### config.mk
export PLATFORM = sky130hd
export DESIGN_NAME = exu_operand_stage
export DESIGN_NICKNAME = d
export VERILOG_FILES = /design/src/rtl/exu_pkg.sv /design/src/rtl/exu_skid_buf.sv /design/src/rtl/exu_operand_stage.sv
export SDC_FILE = /design/constraint.sdc
export NUM_CORES = 1
export LEC_CHECK = 0
export ABC_AREA = 1
export CORE_UTILIZATION = 54
export CTS_CLUSTER_DIAMETER = 100
export CTS_CLUSTER_SIZE = 10
export DETAILED_ROUTE_END_ITERATION = 8
export PLACE_DENSITY = 0.86
export SLEW_MARGIN = 20
export SYNTH_ARGS = -nofsm -noshare
export SYNTH_HDL_FRONTEND = slang
export SYNTH_SLANG_ARGS = --single-unit
export TNS_END_PERCENT = 100
### constraint.sdc
create_clock -name clk -period 3.35 [get_ports clk]
set_input_delay 0.67 -clock clk [delete_from_list [all_inputs] [get_ports clk]]
set_output_delay 0.67 -clock clk [all_outputs]
set_load 0.01 [all_outputs]
### src/rtl/exu_pkg.sv
// exu_pkg: shared widths, ALU op codes, operand selectors and the pipeline entry type
package exu_pkg;
  localparam int EXU_WIDTH = 32;
  localparam int EXU_REG_AW = 5;
  localparam logic [3:0] ALU_OP_ADD  = 4'b0000;
  localparam logic [3:0] ALU_OP_SUB  = 4'b0001;
  localparam logic [3:0] ALU_OP_AND  = 4'b1110;
  localparam logic [3:0] ALU_OP_OR   = 4'b1100;
  localparam logic [3:0] ALU_OP_XOR  = 4'b1000;
  localparam logic [3:0] ALU_OP_SLL  = 4'b0010;
  localparam logic [3:0] ALU_OP_SRL  = 4'b1010;
  localparam logic [3:0] ALU_OP_SRA  = 4'b1011;
  localparam logic [3:0] ALU_OP_SLT  = 4'b0100;
  localparam logic [3:0] ALU_OP_SLTU = 4'b0110;
  localparam logic SRC1_RS1 = 1'b0;
  localparam logic SRC1_PC  = 1'b1;
  localparam logic SRC2_RS2 = 1'b0;
  localparam logic SRC2_IMM = 1'b1;
  typedef struct packed {
    logic [3:0]            alu_op;
    logic [EXU_WIDTH-1:0]  left;
    logic [EXU_WIDTH-1:0]  right;
    logic [EXU_WIDTH-1:0]  store_data;
    logic [EXU_WIDTH-1:0]  pc;
    logic [EXU_REG_AW-1:0] rd;
    logic                  rd_wen;
  } entry_t;
  typedef enum logic [1:0] {EMPTY, ONE, FULL} buf_state_t;
endpackage

### src/rtl/exu_skid_buf.sv
// exu_skid_buf: 2-entry valid/ready skid buffer with a registered in_ready
module exu_skid_buf
  import exu_pkg::*;
#(
  parameter type T = entry_t
) (
  input  logic clk,
  input  logic rst_n,
  input  logic flush,
  input  logic in_valid,
  output logic in_ready,
  input  T     in_data,
  output logic out_valid,
  input  logic out_ready,
  output T     out_data
);
  buf_state_t state, state_d;
  T main_q, skid_q;
  logic accept, issue, load_main, load_skid;
  assign out_valid = state != EMPTY;
  assign out_data = main_q;
  always_comb begin
    accept = in_valid && in_ready;
    issue = out_valid && out_ready;
    state_d = flush ? EMPTY :
              state == EMPTY ? (accept ? ONE : EMPTY) :
              state == ONE ? (accept && !issue ? FULL : !accept && issue ? EMPTY : ONE) :
              (issue ? ONE : FULL);
    load_main = (accept && (state == EMPTY || issue)) || (state == FULL && issue);
    load_skid = state == ONE && accept && !issue;
  end
  // in_ready follows the next state so it never depends combinationally on out_ready
  always_ff @(posedge clk or negedge rst_n)
    if (!rst_n) begin
      state <= EMPTY;
      in_ready <= 1'b1;
      main_q <= '0;
      skid_q <= '0;
    end else begin
      state <= state_d;
      in_ready <= state_d != FULL;
      if (load_main) main_q <= state == FULL ? skid_q : in_data;
      if (load_skid) skid_q <= in_data;
    end
endmodule

### src/rtl/exu_operand_stage.sv
// exu_operand_stage: writeback forwarding and ALU operand selection ahead of a skid buffer
module exu_operand_stage
  import exu_pkg::*;
#(
  parameter int WIDTH = EXU_WIDTH,
  parameter int REG_AW = EXU_REG_AW
) (
  input  logic              clk,
  input  logic              rst_n,
  input  logic              flush,
  input  logic              in_valid,
  output logic              in_ready,
  input  logic [WIDTH-1:0]  in_pc,
  input  logic [REG_AW-1:0] in_rs1_idx,
  input  logic [REG_AW-1:0] in_rs2_idx,
  input  logic [WIDTH-1:0]  in_rs1_data,
  input  logic [WIDTH-1:0]  in_rs2_data,
  input  logic [WIDTH-1:0]  in_imm,
  input  logic              in_src1_sel,
  input  logic              in_src2_sel,
  input  logic [3:0]        in_alu_op,
  input  logic [REG_AW-1:0] in_rd,
  input  logic              in_rd_wen,
  input  logic              fwd_wen,
  input  logic [REG_AW-1:0] fwd_rd,
  input  logic [WIDTH-1:0]  fwd_data,
  output logic              out_valid,
  input  logic              out_ready,
  output logic [3:0]        out_alu_op,
  output logic [WIDTH-1:0]  out_left,
  output logic [WIDTH-1:0]  out_right,
  output logic [WIDTH-1:0]  out_store_data,
  output logic [WIDTH-1:0]  out_pc,
  output logic [REG_AW-1:0] out_rd,
  output logic              out_rd_wen
);
  logic [WIDTH-1:0] rs1_f, rs2_f;
  entry_t din, dout;
  // x0 is hardwired zero in the regfile, so a write to it must never be forwarded
  always_comb begin
    rs1_f = fwd_wen && fwd_rd != '0 && fwd_rd == in_rs1_idx ? fwd_data : in_rs1_data;
    rs2_f = fwd_wen && fwd_rd != '0 && fwd_rd == in_rs2_idx ? fwd_data : in_rs2_data;
    din.alu_op = in_alu_op;
    din.left = in_src1_sel == SRC1_PC ? in_pc : rs1_f;
    din.right = in_src2_sel == SRC2_IMM ? in_imm : rs2_f;
    din.store_data = rs2_f;
    din.pc = in_pc;
    din.rd = in_rd;
    din.rd_wen = in_rd_wen;
  end
  exu_skid_buf #(.T(entry_t)) u_skid (
    .clk(clk),
    .rst_n(rst_n),
    .flush(flush),
    .in_valid(in_valid),
    .in_ready(in_ready),
    .in_data(din),
    .out_valid(out_valid),
    .out_ready(out_ready),
    .out_data(dout)
  );
  assign out_alu_op = dout.alu_op;
  assign out_left = dout.left;
  assign out_right = dout.right;
  assign out_store_data = dout.store_data;
  assign out_pc = dout.pc;
  assign out_rd = dout.rd;
  assign out_rd_wen = dout.rd_wen;
endmodule

After elaboration in Yosys (flattened, before gate mapping)
Index checks and enable logic that the tools add are counted.
Word-level totals
  register bits: 279
  input port bits: 193
  output and inout port bits: 140
  word-level logic and storage cells: 51
Operators by class
  eq/ne operators: 5
  multiplexer cells: 12
  reductions and logical operators: 18
Operator list (number)
  $mux 138: 1
  $mux 32: 4
  $logic_and 1x1->1: 11
  $eq 5x5->1: 2
  $mux 2: 5
  $reduce_bool 5->1: 1
  $eq 2x1->1 const B: 1
  $eq 2x2->1 const B: 1
  $logic_not 1->1: 2
  $logic_not 2->1: 1
  $logic_or 1x1->1: 2
  $mux 1: 2
  $ne 2x2->1 const B: 1
  $reduce_bool 2->1: 1

Depth between registers and ports, before layout
  word-level depth: 9
  gate-level depth with buffers: 12
  depth with buffers taken out: 11

Modules after synthesis
A second synthesis with hierarchy kept.
Second synthesis, totals
  cell total of the unflattened synthesis: 2196
  area, all modules: 15407.3 µm²
By module, submodules not included
  exu_skid_buf: area each 12946.2 µm², cells each 1677, instances 1, sequential area each 6982.9 µm²
  exu_operand_stage: area each 2461.1 µm², cells each 519, instances 1, sequential area each 0.0 µm²

Least setup slack after synthesis
OpenSTA, ideal clock, no wires.
  kind: input port to flip-flop
  start: in in_valid
  end: reg u_skid.main_q, in the netlist u_skid.out_data[79]
  buffers on the path: 2
  library setup time: 0.116 ns
  data required time: 3.234 ns
  slack: 1.556 ns
  stages on the path: 8
  arrival time: 1.677 ns
  cell sequence: nand2_1 nand2_1 nand2_1 buf_2 clkbuf_1 nor2_1 nand2_1 nand2_1
On the way
  longest elaborated chain between the ends: 3
Ends and longest elaborated chain
  from (decl): line exu_operand_stage.sv:11  | input logic in_valid,
  $logic_and 1x1->1: line exu_skid_buf.sv:23  | accept = in_valid && in_ready;
  $logic_and 1x1->1: line exu_skid_buf.sv:29  | load_main = (accept && (state == EMPTY || issue)) || (state == FULL && issue);
  $logic_or 1x1->1: line exu_skid_buf.sv:29
  to (signal assigned): line exu_skid_buf.sv:42  | if (load_main) main_q <= state == FULL ? skid_q : in_data;
  to (decl): line exu_skid_buf.sv:18  | T main_q, skid_q;
No other way between the ends.
A chain may end at the register's enable or synchronous reset.

Final worst setup path
  start: reg u_skid.state[1]
  end: out out_valid
On the way
  longest elaborated chain between the ends: 1
Ends and longest elaborated chain
  from (decl): line exu_skid_buf.sv:17  | buf_state_t state, state_d;
  from (signal assigned): line exu_skid_buf.sv:40  | state <= state_d;
  $reduce_bool 2->1: line exu_skid_buf.sv:20  | assign out_valid = state != EMPTY;
  to (decl): line exu_operand_stage.sv:27  | output logic out_valid,
No other way between the ends.

==> results.md <==
* Setup WS pre-CTS at 0.543 ns
* Power share of the sequential group at 45.2%
* Cts hold-fix bufs at 0
* Hold Vio Cnt, Final at 0
* Pwr/cell area at 604 nW/um^2
* VDD IR max at 411 uV
* Startpoint types: register
* Sw power at 3.44 mW
* FP Rows at 58
* Post-DP HPWL at 28.7 mm
* Final Wtd Congestion at 0.909
* Logic gate share of total power at 27.8%
* Share of post-route cells with drive strength above 1 at 3.68%
* Tmin final at 2.41 ns
* First-pass GRT wire length at 70.0 mm
* Fin Hold WS at 0.105 ns
* Yosys Warn Count at 0
* Register area at 6980 um^2
* Die height at 162 um
* Final Cycle Share at 71.9%
* Full die area at 26,200 um^2
* Fmax at 0.415 GHz
* Layout Nets at 2,301
* Post-Route Setup TNS at 0 ns
* Routed vias/inst at 5.71
* Register area share after synthesis at 50.6%
* Post-CTS Setup Inserts at 0
* Top post-synthesis cells by area: dfrtp_1 (50%), nand2_1 (17%), nor2_1 (7.3%)
* Number of global-route vias before repair at 13,200
* Reg-to-reg startpoint: u_skid.state[1]
* Ports at 333
* Starting DRT DRC Count at 1,693
* Clock power frac at 27.0%
* Top-count cell post-synth: nand2_1
* Via count of the routed design at 14,000
* Top_reg_cell synth: dfrtp_1
* Worst slew pin tran at 1.08 ns
* Endpoint type of the worst setup path: output port
* Critical path origin: u_skid.state[1]
* Initial Utilization at 54.9%
* DRC viols at 0
* Post-synth EDFFs at 0
* Die Wd at 162 um
* Leak at 8.87 nW
* Slew Limit Fails at 0
* Fill cells at 1,955
* Placed cell area at 17,300 um^2
* WP data arrival at 1.74 ns
* Latest clock arrival within the worst-skew pair at 0.55 ns
* Worst Skew at 0.0112 ns
* Internal Power at 7.49 mW
* CTS tree: yes
* PortBufs at 332
* Cell Area, Synth at 13,800 um^2
* Wire per inst at 17.9 um
* CTS root buf: clkbuf_16
* Multi-input gate area at 5850 um^2
* First-pass detailed-route iteration total at 5
* Switching Fraction at 31.4%
* Largest net degree at the start of global routing at 171
* Final instance area at 18,100 um^2
* Crit path kind: register to output port
* Yosys reg bits at 279
* Top cell type's share of synthesized area at 50.4%
* Layout Utilization at 72.1%
* Area Growth Syn to Fin at 31.3%
* Synth async-reset ratio at 100%
* Number of clock sinks at 279
* Setup slack after layout at 0.941 ns
* Mapped Nets at 2,040
* Req. time, crit path at 2.68 ns
* Post-CTS Resized at 0
* Clock Path Buffers at 3
* RSZ-0062 raised after global routing: no
* Max cap viols at 0
* CTS buffer count at 31
* H-tree depth at 1
* Initial antenna violation count at 4
* Max-slew headroom at 27.9%
* Most instantiated cells after synthesis: nand2_1 (610), dfrtp_1 (278), nor2_1 (267)
* Post-Route WL at 43.8 mm
* Total power at 10.9 mW
* Placed Cells incl. Taps at 2,404
* Worst Path Max Fanout at 4
* Total global routing overflow at 0
* Yosys cell types at 27
* DRT antenna net count at 0
* Layout Cells excl Fill at 2,452
* Clock transition at path regs at 0.06 ns
* Hold Path Class: input pin to asynchronous set/reset pin
* All-Layer GR Usage at 33.6%
* Biggest area consumer among synthesized cells: dfrtp_1
* Status: completed
* Syn Inst Count at 1,846
* Syn_area_per_cell at 7.47 um^2
* Setup violators final at 0
* Total core area at 25,100 um^2
-- critical path, stage by stage, from the launching register on --
cell	delay, ns
dfrtp_1	0.44
nor2_1	0.09
inv_1	0.10
clkdlybuf4s50_1	0.58
-- cells by family (layout without fill, tap and decap cells) --
logic type                 count (synthesis)  count (layout)  share of synthesized area [%]
DFF                                      279             279                           50.6
xor gates and xnor gates                   8               8                          0.508
buffers and inverters                    238             510                           7.08
AOI/OAI and AO/OA                        209             209                           8.56
and+or+nand+nor                         1111            1111                           33.1
adders and majority gates                  1               1                         0.0907
other                                      0               4                              0
-- path summary, 6_finish.rpt --
path,end,slack [ns],depth (start not counted)
max,out_valid,0.94,3
min,u_skid.skid_q[14],0.10,1
max reg2reg,u_skid.out_data[15],1.15,4
min reg2reg,u_skid.skid_q[0],0.47,2
max in group asynchronous,u_skid.skid_q[74],2.31,2
min in group clk,u_skid.skid_q[0],0.47,2
-- layer usage --
| metal | share of wire, % | global-route usage, % |
|---|---|---|
| met1 | 41 | 47.7 |
| met2 | 46 | 51.8 |
| met3 | 9.3 | 5.08 |
| met4 | 3.7 | 13.3 |
| met5 | 0 | 0 |
-- registers in the layout (all words and copies together), names as in the netlist --
name	flops
u_skid.state	2
u_skid.out_data	138
u_skid.in_ready	1
u_skid.skid_q	138
-- power groups by stage --
| stage | combinational [mW] | sequential, mW | clock, mW |
|---|---|---|---|
| floorplan | 1.37 | 5.02 | 0 |
| global placement | 2.92 | 4.92 | 0 |
| detailed placement | 3.02 | 4.96 | 0 |
| CTS | 3.04 | 4.93 | 2.98 |
| global route | 3.36 | 5.04 | 3.12 |
| finish | 3.04 | 4.94 | 2.95 |
-- layout make-up --
| type | instances | area share, % |
|---|---|---|
| antenna | 4 | 0.0553 |
| clock inverter | 1 | 0.0484 |
| tap | 330 | 2.28 |
| clock buffer | 43 | 4.53 |
| timing repair buffer | 355 | 19.9 |
| sequential | 279 | 38.6 |
| inverter | 111 | 2.32 |
| multi-input combinational | 1329 | 32.3 |
-- layout by cell type (no fill, tap or decap), types with 2 or more instances in the layout --
cell type        netlist  final
inv_2                  6      5
o21ai_1                2      2
inv_1                105    104
buf_4                  1     15
nor2_1               267    266
o21ai_0               39     39
nor2_2                 3      4
clkbuf_16              0     31
nand3_1              157    157
nand4_1               64     64
nand2_4                0      2
buf_12                 0      8
xnor2_1                2      2
dfrtp_1              278    278
clkbuf_1              62     12
nand2_1              610    608
a21oi_1               61     61
diode_2                0      4
nand2_2                6      6
a31oi_1              106    106
xor2_1                 6      6
clkdlybuf4s50_1        0    331
Power figures use the tool's default switching activity.
